`src/rtl/axi_lite_regfile_if.sv`:
```
// AXI4-Lite bus bundle for axi_lite_regfile: the master drives requests, the slave drives responses.
interface axi_lite_regfile_if #(
  parameter int ADDR_W = 32,
  parameter int DATA_W = 32
);
  logic [ADDR_W-1:0]   awaddr;
  logic                awvalid;
  logic                awready;
  logic [DATA_W-1:0]   wdata;
  logic [DATA_W/8-1:0] wstrb;
  logic                wvalid;
  logic                wready;
  logic [1:0]          bresp;
  logic                bvalid;
  logic                bready;
  logic [ADDR_W-1:0]   araddr;
  logic                arvalid;
  logic                arready;
  logic [DATA_W-1:0]   rdata;
  logic [1:0]          rresp;
  logic                rvalid;
  logic                rready;

  modport master (
    output awaddr, awvalid, wdata, wstrb, wvalid, bready, araddr, arvalid, rready,
    input  awready, wready, bresp, bvalid, arready, rdata, rresp, rvalid
  );

  modport slave (
    input  awaddr, awvalid, wdata, wstrb, wvalid, bready, araddr, arvalid, rready,
    output awready, wready, bresp, bvalid, arready, rdata, rresp, rvalid
  );
endinterface

```
`src/rtl/axi_lite_regfile.sv`:
```
// Parametrised AXI4-Lite register file with byte strobes, decoupled AW/W and SLVERR on bad indices.
// Define AXIL_REGFILE_ERRCNT_EN to add a saturating 16-bit err_cnt output counting SLVERR responses.
module axi_lite_regfile #(
  parameter int ADDR_W = 32,
  parameter int DATA_W = 32,
  parameter int DEPTH  = 32
) (
  input  logic                aclk,
  input  logic                areset,
  axi_lite_regfile_if.slave   s_axi
`ifdef AXIL_REGFILE_ERRCNT_EN
  ,
  output logic [15:0]         err_cnt
`endif
);
  localparam int STRB_W    = DATA_W / 8;
  localparam int OFFS_W    = $clog2(STRB_W);
  localparam int IDX_W     = ADDR_W - OFFS_W;
  localparam int MEM_IDX_W = (DEPTH > 1) ? $clog2(DEPTH) : 1;
  localparam logic [1:0] RESP_OKAY   = 2'b00;
  localparam logic [1:0] RESP_SLVERR = 2'b10;

  logic                aw_hold_reg;
  logic                w_hold_reg;
  logic [ADDR_W-1:0]   awaddr_reg;
  logic [DATA_W-1:0]   wdata_reg;
  logic [STRB_W-1:0]   wstrb_reg;
  logic                bvalid_reg;
  logic [1:0]          bresp_reg;
  logic                rvalid_reg;
  logic [1:0]          rresp_reg;
  logic [DATA_W-1:0]   rdata_reg;

  logic                aw_hs;
  logic                w_hs;
  logic                b_hs;
  logic                ar_hs;
  logic                r_hs;
  logic                commit;
  logic [ADDR_W-1:0]   waddr_next;
  logic [DATA_W-1:0]   wdata_next;
  logic [STRB_W-1:0]   wstrb_next;
  logic [IDX_W-1:0]    widx;
  logic [IDX_W-1:0]    ridx;
  logic                w_in_range;
  logic                r_in_range;
  logic [DATA_W-1:0]   rd_word;
  logic                unused_addr_bits;

  assign s_axi.awready = !areset && !aw_hold_reg && !bvalid_reg;
  assign s_axi.wready  = !areset && !w_hold_reg && !bvalid_reg;
  assign s_axi.arready = !areset && !rvalid_reg;
  assign s_axi.bvalid  = bvalid_reg;
  assign s_axi.bresp   = bresp_reg;
  assign s_axi.rvalid  = rvalid_reg;
  assign s_axi.rresp   = rresp_reg;
  assign s_axi.rdata   = rdata_reg;

  assign aw_hs = s_axi.awvalid && s_axi.awready;
  assign w_hs  = s_axi.wvalid && s_axi.wready;
  assign b_hs  = bvalid_reg && s_axi.bready;
  assign ar_hs = s_axi.arvalid && s_axi.arready;
  assign r_hs  = rvalid_reg && s_axi.rready;

  // The write commits on the edge that completes the later of the two handshakes.
  assign commit = (aw_hs || w_hs) && (aw_hs || aw_hold_reg) && (w_hs || w_hold_reg);

  assign waddr_next = aw_hs ? s_axi.awaddr : awaddr_reg;
  assign wdata_next = w_hs ? s_axi.wdata : wdata_reg;
  assign wstrb_next = w_hs ? s_axi.wstrb : wstrb_reg;

  assign widx       = waddr_next[ADDR_W-1:OFFS_W];
  assign ridx       = s_axi.araddr[ADDR_W-1:OFFS_W];
  assign w_in_range = {1'b0, widx} < (IDX_W + 1)'(DEPTH);
  assign r_in_range = {1'b0, ridx} < (IDX_W + 1)'(DEPTH);

  assign unused_addr_bits = &{1'b0, waddr_next[OFFS_W-1:0], s_axi.araddr[OFFS_W-1:0]};

  // One memory per byte lane so each strobe bit owns its storage outright.
  genvar gi;
  generate
    for (gi = 0; gi < STRB_W; gi++) begin : g_lane
      logic [7:0] lane_mem [DEPTH];

      always_ff @(posedge aclk) begin
        if (areset) begin
          for (int r = 0; r < DEPTH; r++) begin
            lane_mem[r] <= '0;
          end
        end else if (commit && w_in_range && wstrb_next[gi]) begin
          lane_mem[widx[MEM_IDX_W-1:0]] <= wdata_next[gi*8 +: 8];
        end
      end

      assign rd_word[gi*8 +: 8] = lane_mem[ridx[MEM_IDX_W-1:0]];
    end
  endgenerate

  always_ff @(posedge aclk) begin
    if (areset) begin
      aw_hold_reg <= 1'b0;
      w_hold_reg  <= 1'b0;
      awaddr_reg  <= '0;
      wdata_reg   <= '0;
      wstrb_reg   <= '0;
      bvalid_reg  <= 1'b0;
      bresp_reg   <= RESP_OKAY;
      rvalid_reg  <= 1'b0;
      rresp_reg   <= RESP_OKAY;
      rdata_reg   <= '0;
    end else begin
      if (aw_hs) begin
        aw_hold_reg <= 1'b1;
        awaddr_reg  <= s_axi.awaddr;
      end
      if (w_hs) begin
        w_hold_reg <= 1'b1;
        wdata_reg  <= s_axi.wdata;
        wstrb_reg  <= s_axi.wstrb;
      end
      // Hold flags stay set while B is pending so neither channel re-opens early.
      if (commit) begin
        bvalid_reg <= 1'b1;
        bresp_reg  <= w_in_range ? RESP_OKAY : RESP_SLVERR;
      end else if (b_hs) begin
        bvalid_reg  <= 1'b0;
        aw_hold_reg <= 1'b0;
        w_hold_reg  <= 1'b0;
      end

      if (ar_hs) begin
        rvalid_reg <= 1'b1;
        rresp_reg  <= r_in_range ? RESP_OKAY : RESP_SLVERR;
        rdata_reg  <= r_in_range ? rd_word : '0;
      end else if (r_hs) begin
        rvalid_reg <= 1'b0;
      end
    end
  end

`ifdef AXIL_REGFILE_ERRCNT_EN
  logic [15:0] err_cnt_reg;
  logic [1:0]  err_inc;
  logic [16:0] err_sum;

  assign err_inc = {1'b0, commit && !w_in_range} + {1'b0, ar_hs && !r_in_range};
  assign err_sum = {1'b0, err_cnt_reg} + {15'd0, err_inc};

  always_ff @(posedge aclk) begin
    if (areset) begin
      err_cnt_reg <= '0;
    end else begin
      err_cnt_reg <= err_sum[16] ? 16'hFFFF : err_sum[15:0];
    end
  end

  assign err_cnt = err_cnt_reg;
`endif
endmodule

```
`src/flat_wrapper.sv`:
```
// flat-port wrapper written by rule: the top's interface ports become plain ports
module axi_lite_regfile_flat 
#(
  parameter int ADDR_W = 32,
  parameter int DATA_W = 32,
  parameter int DEPTH  = 32
)
  (aclk, areset, s_axi_awaddr, s_axi_awvalid, s_axi_wdata, s_axi_wstrb, s_axi_wvalid, s_axi_bready, s_axi_araddr, s_axi_arvalid, s_axi_rready, s_axi_awready, s_axi_wready, s_axi_bresp, s_axi_bvalid, s_axi_arready, s_axi_rdata, s_axi_rresp, s_axi_rvalid);
  axi_lite_regfile_if #(.ADDR_W(ADDR_W), .DATA_W(DATA_W)) s_axi_i ();
  input  logic aclk;
  input  logic areset;
  input wire logic [$bits(s_axi_i.awaddr)-1:0] s_axi_awaddr;
  input wire logic [$bits(s_axi_i.awvalid)-1:0] s_axi_awvalid;
  input wire logic [$bits(s_axi_i.wdata)-1:0] s_axi_wdata;
  input wire logic [$bits(s_axi_i.wstrb)-1:0] s_axi_wstrb;
  input wire logic [$bits(s_axi_i.wvalid)-1:0] s_axi_wvalid;
  input wire logic [$bits(s_axi_i.bready)-1:0] s_axi_bready;
  input wire logic [$bits(s_axi_i.araddr)-1:0] s_axi_araddr;
  input wire logic [$bits(s_axi_i.arvalid)-1:0] s_axi_arvalid;
  input wire logic [$bits(s_axi_i.rready)-1:0] s_axi_rready;
  output wire logic [$bits(s_axi_i.awready)-1:0] s_axi_awready;
  output wire logic [$bits(s_axi_i.wready)-1:0] s_axi_wready;
  output wire logic [$bits(s_axi_i.bresp)-1:0] s_axi_bresp;
  output wire logic [$bits(s_axi_i.bvalid)-1:0] s_axi_bvalid;
  output wire logic [$bits(s_axi_i.arready)-1:0] s_axi_arready;
  output wire logic [$bits(s_axi_i.rdata)-1:0] s_axi_rdata;
  output wire logic [$bits(s_axi_i.rresp)-1:0] s_axi_rresp;
  output wire logic [$bits(s_axi_i.rvalid)-1:0] s_axi_rvalid;
  assign s_axi_i.awaddr = s_axi_awaddr;
  assign s_axi_i.awvalid = s_axi_awvalid;
  assign s_axi_i.wdata = s_axi_wdata;
  assign s_axi_i.wstrb = s_axi_wstrb;
  assign s_axi_i.wvalid = s_axi_wvalid;
  assign s_axi_i.bready = s_axi_bready;
  assign s_axi_i.araddr = s_axi_araddr;
  assign s_axi_i.arvalid = s_axi_arvalid;
  assign s_axi_i.rready = s_axi_rready;
  assign s_axi_awready = s_axi_i.awready;
  assign s_axi_wready = s_axi_i.wready;
  assign s_axi_bresp = s_axi_i.bresp;
  assign s_axi_bvalid = s_axi_i.bvalid;
  assign s_axi_arready = s_axi_i.arready;
  assign s_axi_rdata = s_axi_i.rdata;
  assign s_axi_rresp = s_axi_i.rresp;
  assign s_axi_rvalid = s_axi_i.rvalid;
  axi_lite_regfile #(.ADDR_W(ADDR_W), .DATA_W(DATA_W), .DEPTH(DEPTH)) u_core (.aclk(aclk), .areset(areset), .s_axi(s_axi_i));
endmodule
```
`config.mk`:
```
export PLATFORM = sky130hd
export DESIGN_NAME = axi_lite_regfile_flat
export DESIGN_NICKNAME = d
export VERILOG_FILES = /design/src/rtl/axi_lite_regfile_if.sv /design/src/rtl/axi_lite_regfile.sv /design/src/flat_wrapper.sv
export SDC_FILE = /design/constraint.sdc
export NUM_CORES = 2
export LEC_CHECK = 0
export ABC_AREA = 1
export BUFFER_PORTS_ARGS = -buffer_cell sky130_fd_sc_hd__buf_2
export CAP_MARGIN = 20
export CORE_MARGIN = 2
export CORE_UTILIZATION = 52
export CTS_CLUSTER_DIAMETER = 150
export CTS_CLUSTER_SIZE = 8
export DETAILED_ROUTE_END_ITERATION = 10
export HOLD_SLACK_MARGIN = 0.02
export PLACE_DENSITY_LB_ADDON = 0.25
export SLEW_MARGIN = 20
export SYNTH_ARGS = -nofsm -noshare
export SYNTH_HDL_FRONTEND = slang
export SYNTH_SLANG_ARGS = --single-unit
```
`constraint.sdc`:
```
create_clock -name aclk -period 3 [get_ports aclk]
set_input_delay 0.3 -clock aclk [delete_from_list [all_inputs] [get_ports aclk]]
set_output_delay 0.3 -clock aclk [all_outputs]
set_load 0.01 [all_outputs]
```
After elaboration in Yosys (flattened, before gate mapping)
Memory sizes are Yosys's and may differ from the RTL's.
Index checks and enable logic that the tools add are counted.

operators by class
  order comparisons = 2
  reductions and logical operators = 31
  mux-type cells = 42

operators with widths
  cell                                                 count
  2-to-1 mux 32 bit                                    3
  < comparator 30 x 6 -> 1 bit, second input constant  2
  2-to-1 mux 8 bit                                     4
  OR reduction 8 bit                                   4
  2-to-1 mux 1 bit                                     28
  2-to-1 mux 5 bit                                     4
  logical AND 1 bit                                    17
  zero test 1 bit                                      5
  2-to-1 mux 2 bit                                     2
  2-to-1 mux 4 bit                                     1
  nonzero test 2 bit                                   2
  logical OR 1 bit                                     3

word-level totals
  word-level logic and storage cells = 90
  output and inout port bits = 41
  RAM bits = 1024
  memories kept = 4
  flip-flop bits (word level) = 108

memories
  name                       depth  bits a word  rd ports  clocked after memory_dff  write ports  line                    RTL
  u_core.g_lane[0].lane_mem  32     8            1         0                         32           axi_lite_regfile.sv:83  logic [7:0] lane_mem [DEPTH];
  u_core.g_lane[1].lane_mem  32     8            1         0                         32           axi_lite_regfile.sv:83
  u_core.g_lane[2].lane_mem  32     8            1         0                         32           axi_lite_regfile.sv:83
  u_core.g_lane[3].lane_mem  32     8            1         0                         32           axi_lite_regfile.sv:83

Logic depth before layout (Yosys ltp)
  depth after elaboration = 14
  mapped depth = 14
  gate-level depth less buffers = 10

Worst setup path before layout
Ideal clock, no wire load.

  path type = input port to flip-flop
  start point = in areset
  end point = mem u_core.g_lane[3].lane_mem[17][0], enable pin
  cell stages on the path = 7
  setup time = 0.329 ns
  arrival time = 2.322 ns
  slack = 0.349 ns
  buffers on the path = 2
  cell sequence = buf_2 -> nor3_1 -> nand3_1 -> a21oi_2 -> buf_2 -> nand4_4 -> nand2_1

RTL lines
  item                line                    RTL
  start: declaration  flat_wrapper.sv:11      input logic areset;
  end: declaration    axi_lite_regfile.sv:83

==> impl_metrics.csv <==
group,metric,value,unit
timing,finalHoldViolCount,0,
timing,setup_violations,0,
timing,setup_slack,0.0390,ns
finish,drive_gt1_frac,0.160,
die,dieWidth,322,µm
clock_network,cts.sinks,1128,
critical_path,crit_path_start,"u_core.aw_hold_reg$_SDFF_PP0_",
die,die_area,104000,µm²
timing,fmax,338,MHz
timing,tns,0,ns
power_and_ir_drop,ir_drop,0.401,mV
finish,area_delta_synth_final,18.0,%
synth,synth_seq_cells,1128,
placement,gp_congestion,0.863,
route,num_vias,39834,
synth,ys.flop_type,"edfxtp_1",
route,antenna_left,0,
synth,synth_area_per_cell,9.90,µm²
synth,netlist_instances,5308,
clock_network,clock_path_buffers,3,
global_route,grt_first_pass_wirelength,223000,µm
clock_network,cts_root_buf,"clkbuf_16",
synth,syn-cell-area,52500,µm²
synth,synth_most_common_cell,"nand2_1",
route,drc,0,
global_route,busiest_layer,"met2",
finish,largest_reg_flops,1024,
global_route,grt_use_total,0.284,
timing,period_needed,2.96,ns
timing,skew,0.0354,ns
die,die_h,322,µm
synth,synth-edff-count,1024,
status,status,"finished clean",
critical_path,rrSetupSlack,0.04,ns
synth,ys_types,31,
placement,pre_cts_ws,-0.0824,ns
power_and_ir_drop,power_per_cell_area,602,nW/µm²
global_route,grt_util_met1,0.390,
synth,async_flop_share,0,
route,first_pass_iters,5,
placement,portBuffers,141,
critical_path,timing.rr.end,"u_core.g_lane[3].lane_mem[10][5]$_SDFFCE_PN0P_",
timing,final_max_slew_viol_count,0,
route,wire_per_inst,21.2,µm
synth,synth_area_leaders,"edfxtp_1 (59%), nand2_1 (9.9%), nand3_1 (9.0%)",
critical_path,endpoint_kind,"flop",
die,initial_utilization,0.525,
critical_path,crit_end,"u_core.g_lane[3].lane_mem[10][5]$_SDFFCE_PN0P_",
global_route,grt_pass1_vias,38348,
die,num_rows,116,
critical_path,reg2reg_from,"u_core.aw_hold_reg$_SDFF_PP0_",
die,core_region_area,100000,µm²
route,viasPerCell,5.76,
finish,final_cells,6914,
synth,ys_seq_area_frac,0.625,
global_route,grt-ovfl-total,0,
timing,relSlewSlack,0.208,
clock_network,cts_tree,"yes",
power_and_ir_drop,leakage,0.0244,µW
critical_path,crit_fanout,22,
finish,diodes,0,
clock_network,clock_latency,0.77,ns
synth,yosys_warnings,0,
timing,min_period_over_period,0.987,
global_route,grt_max_degree,110,
clock_network,cts-htree-levels,4,
timing,whs,0.0432,ns
timing,rsz0062_at_grt,"true",
placement,hpwl,91400,µm
global_route,antenna_found_initial,3,
global_route,grt.met2_usage,0.453,
route,drt_iter0_drc,4716,
critical_path,worst_ep_required_time,3.44,ns
timing,worst_pin_slew,1.18,ns
synth,netlist_top_cells_count,"nand2_1 (1,392), nor2_1 (1,112), edfxtp_1 (1,024)",
synth,synth_top_cell_by_area,"edfxtp_1",
clock_network,clkTransAtPathRegs,0.05,ns
critical_path,reg2reg_depth,12,
route,totalWireLength,146000,µm
critical_path,worstPathArrival,3.40,ns
placement,placed_cells,6636,
clock_network,cts_buffers,158,
finish,fin_nets,5663,
hold_path,hp-class,"in -> reg",
die,io_pins,148,
flow_run,drv_cap,0,
critical_path,start_kind,"flop",
critical_path,criticalPathCategory,"reg -> reg",
synth,synth_top_area_frac,0.585,
global_route,grtUsageMet3,0.0485,
## worst min path at each step
stage                                             start                                   to  slack, ns  cells past startpoint
floorplan                                  s_axi_rready     u_core.s_axi.rvalid$_SDFFE_PP0P_       0.41                      1
global placement    u_core.s_axi.rdata[18]$_SDFFE_PP0P_  u_core.s_axi.rdata[18]$_SDFFE_PP0P_       0.45                      2
detailed placement  u_core.s_axi.rdata[31]$_SDFFE_PP0P_  u_core.s_axi.rdata[31]$_SDFFE_PP0P_       0.45                      2
CTS                                     s_axi_wdata[11]      u_core.wdata_reg[11]$_SDFF_PP0_       0.02                      4
global route                            s_axi_wdata[17]      u_core.wdata_reg[17]$_SDFF_PP0_       0.05                      4
finish                                  s_axi_wdata[17]      u_core.wdata_reg[17]$_SDFF_PP0_       0.04                      4
## cells by family (layout without fill, tap and decap cells)
kind of cell,Yosys count,after routing,synth area share
AO/OA/AOI/OAI,54,54,0.00579
AND/OR/NAND/NOR,3633,3634,0.326
buffers and inverters,460,766,0.0368
other,1,2,0.0000714
multiplexers,32,32,0.00610
flip-flops,1128,1128,0.625
## layout make-up
cell class                 count  area [µm²]
inverter                      60         248
timing repair buffer         486        4500
clock buffer                 207        4160
tap                         1298        1620
multi-input combinational   3722       18500
fill                        7979       38100
clock inverter                13         166
sequential                  1128       32800
## layer usage
metal | vias up | share of wire
met5 | - | 0.000089
met4 | 2 | 0.035
met3 | 307 | 0.098
met2 | 2070 | 0.47
met1 | 18942 | 0.40
li1 | 18513 | -
## what timing repair did
action	CTS	global route
endpoints found under the hold margin	56	0
resized for setup	3	84
setup endpoints to repair	20	1032
pin swaps	0	1
hold buffers	54	0
cloned	0	2
buffers inserted	0	2
## through the flow
step	util	total power (µW)	instance area, µm²
3_5_place_dp	0.568	21500	56900
5_1_grt	0.619	38500	62000
3_3_place_gp	0.568	21400	56900
6_report	0.619	37400	62000
2_1_floorplan	-	20000	52500
4_1_cts	0.616	37400	61700
## cells in the final DEF, fill, tap and decap left out, types with 53 or more instances in the layout
master         instances
inv_1                 53
dfxtp_1              104
nand3_1              941
buf_4                209
dlygate4sd3_1         54
nor2_1              1109
clkbuf_16            160
nand2_2               77
buf_2                137
edfxtp_1            1024
nand4_4              110
buf_12                82
nand2_1             1312
## worst max-delay path: stages, from the launching register on
cell      delay (ns)
dfxtp_1         0.34
clkinv_1        0.21
nand3_2         0.29
buf_4           0.18
nand2_1         0.05
nand2_1         0.09
nand2_1         0.07
nor2_1          0.12
nand2_1         0.11
nor2_4          0.22
buf_12          0.26
nand4_1         0.35
nand2_2         0.32
## report_power, final
part           total [µW]  leakage, µW  switching, µW  internal (µW)
Combinational        3520       0.0109           2520            998
Clock               16000      0.00209           6460           9560
Sequential          17800       0.0114            165          17700
Total               37400       0.0244           9140          28200
Power figures use the tool's default switching activity.
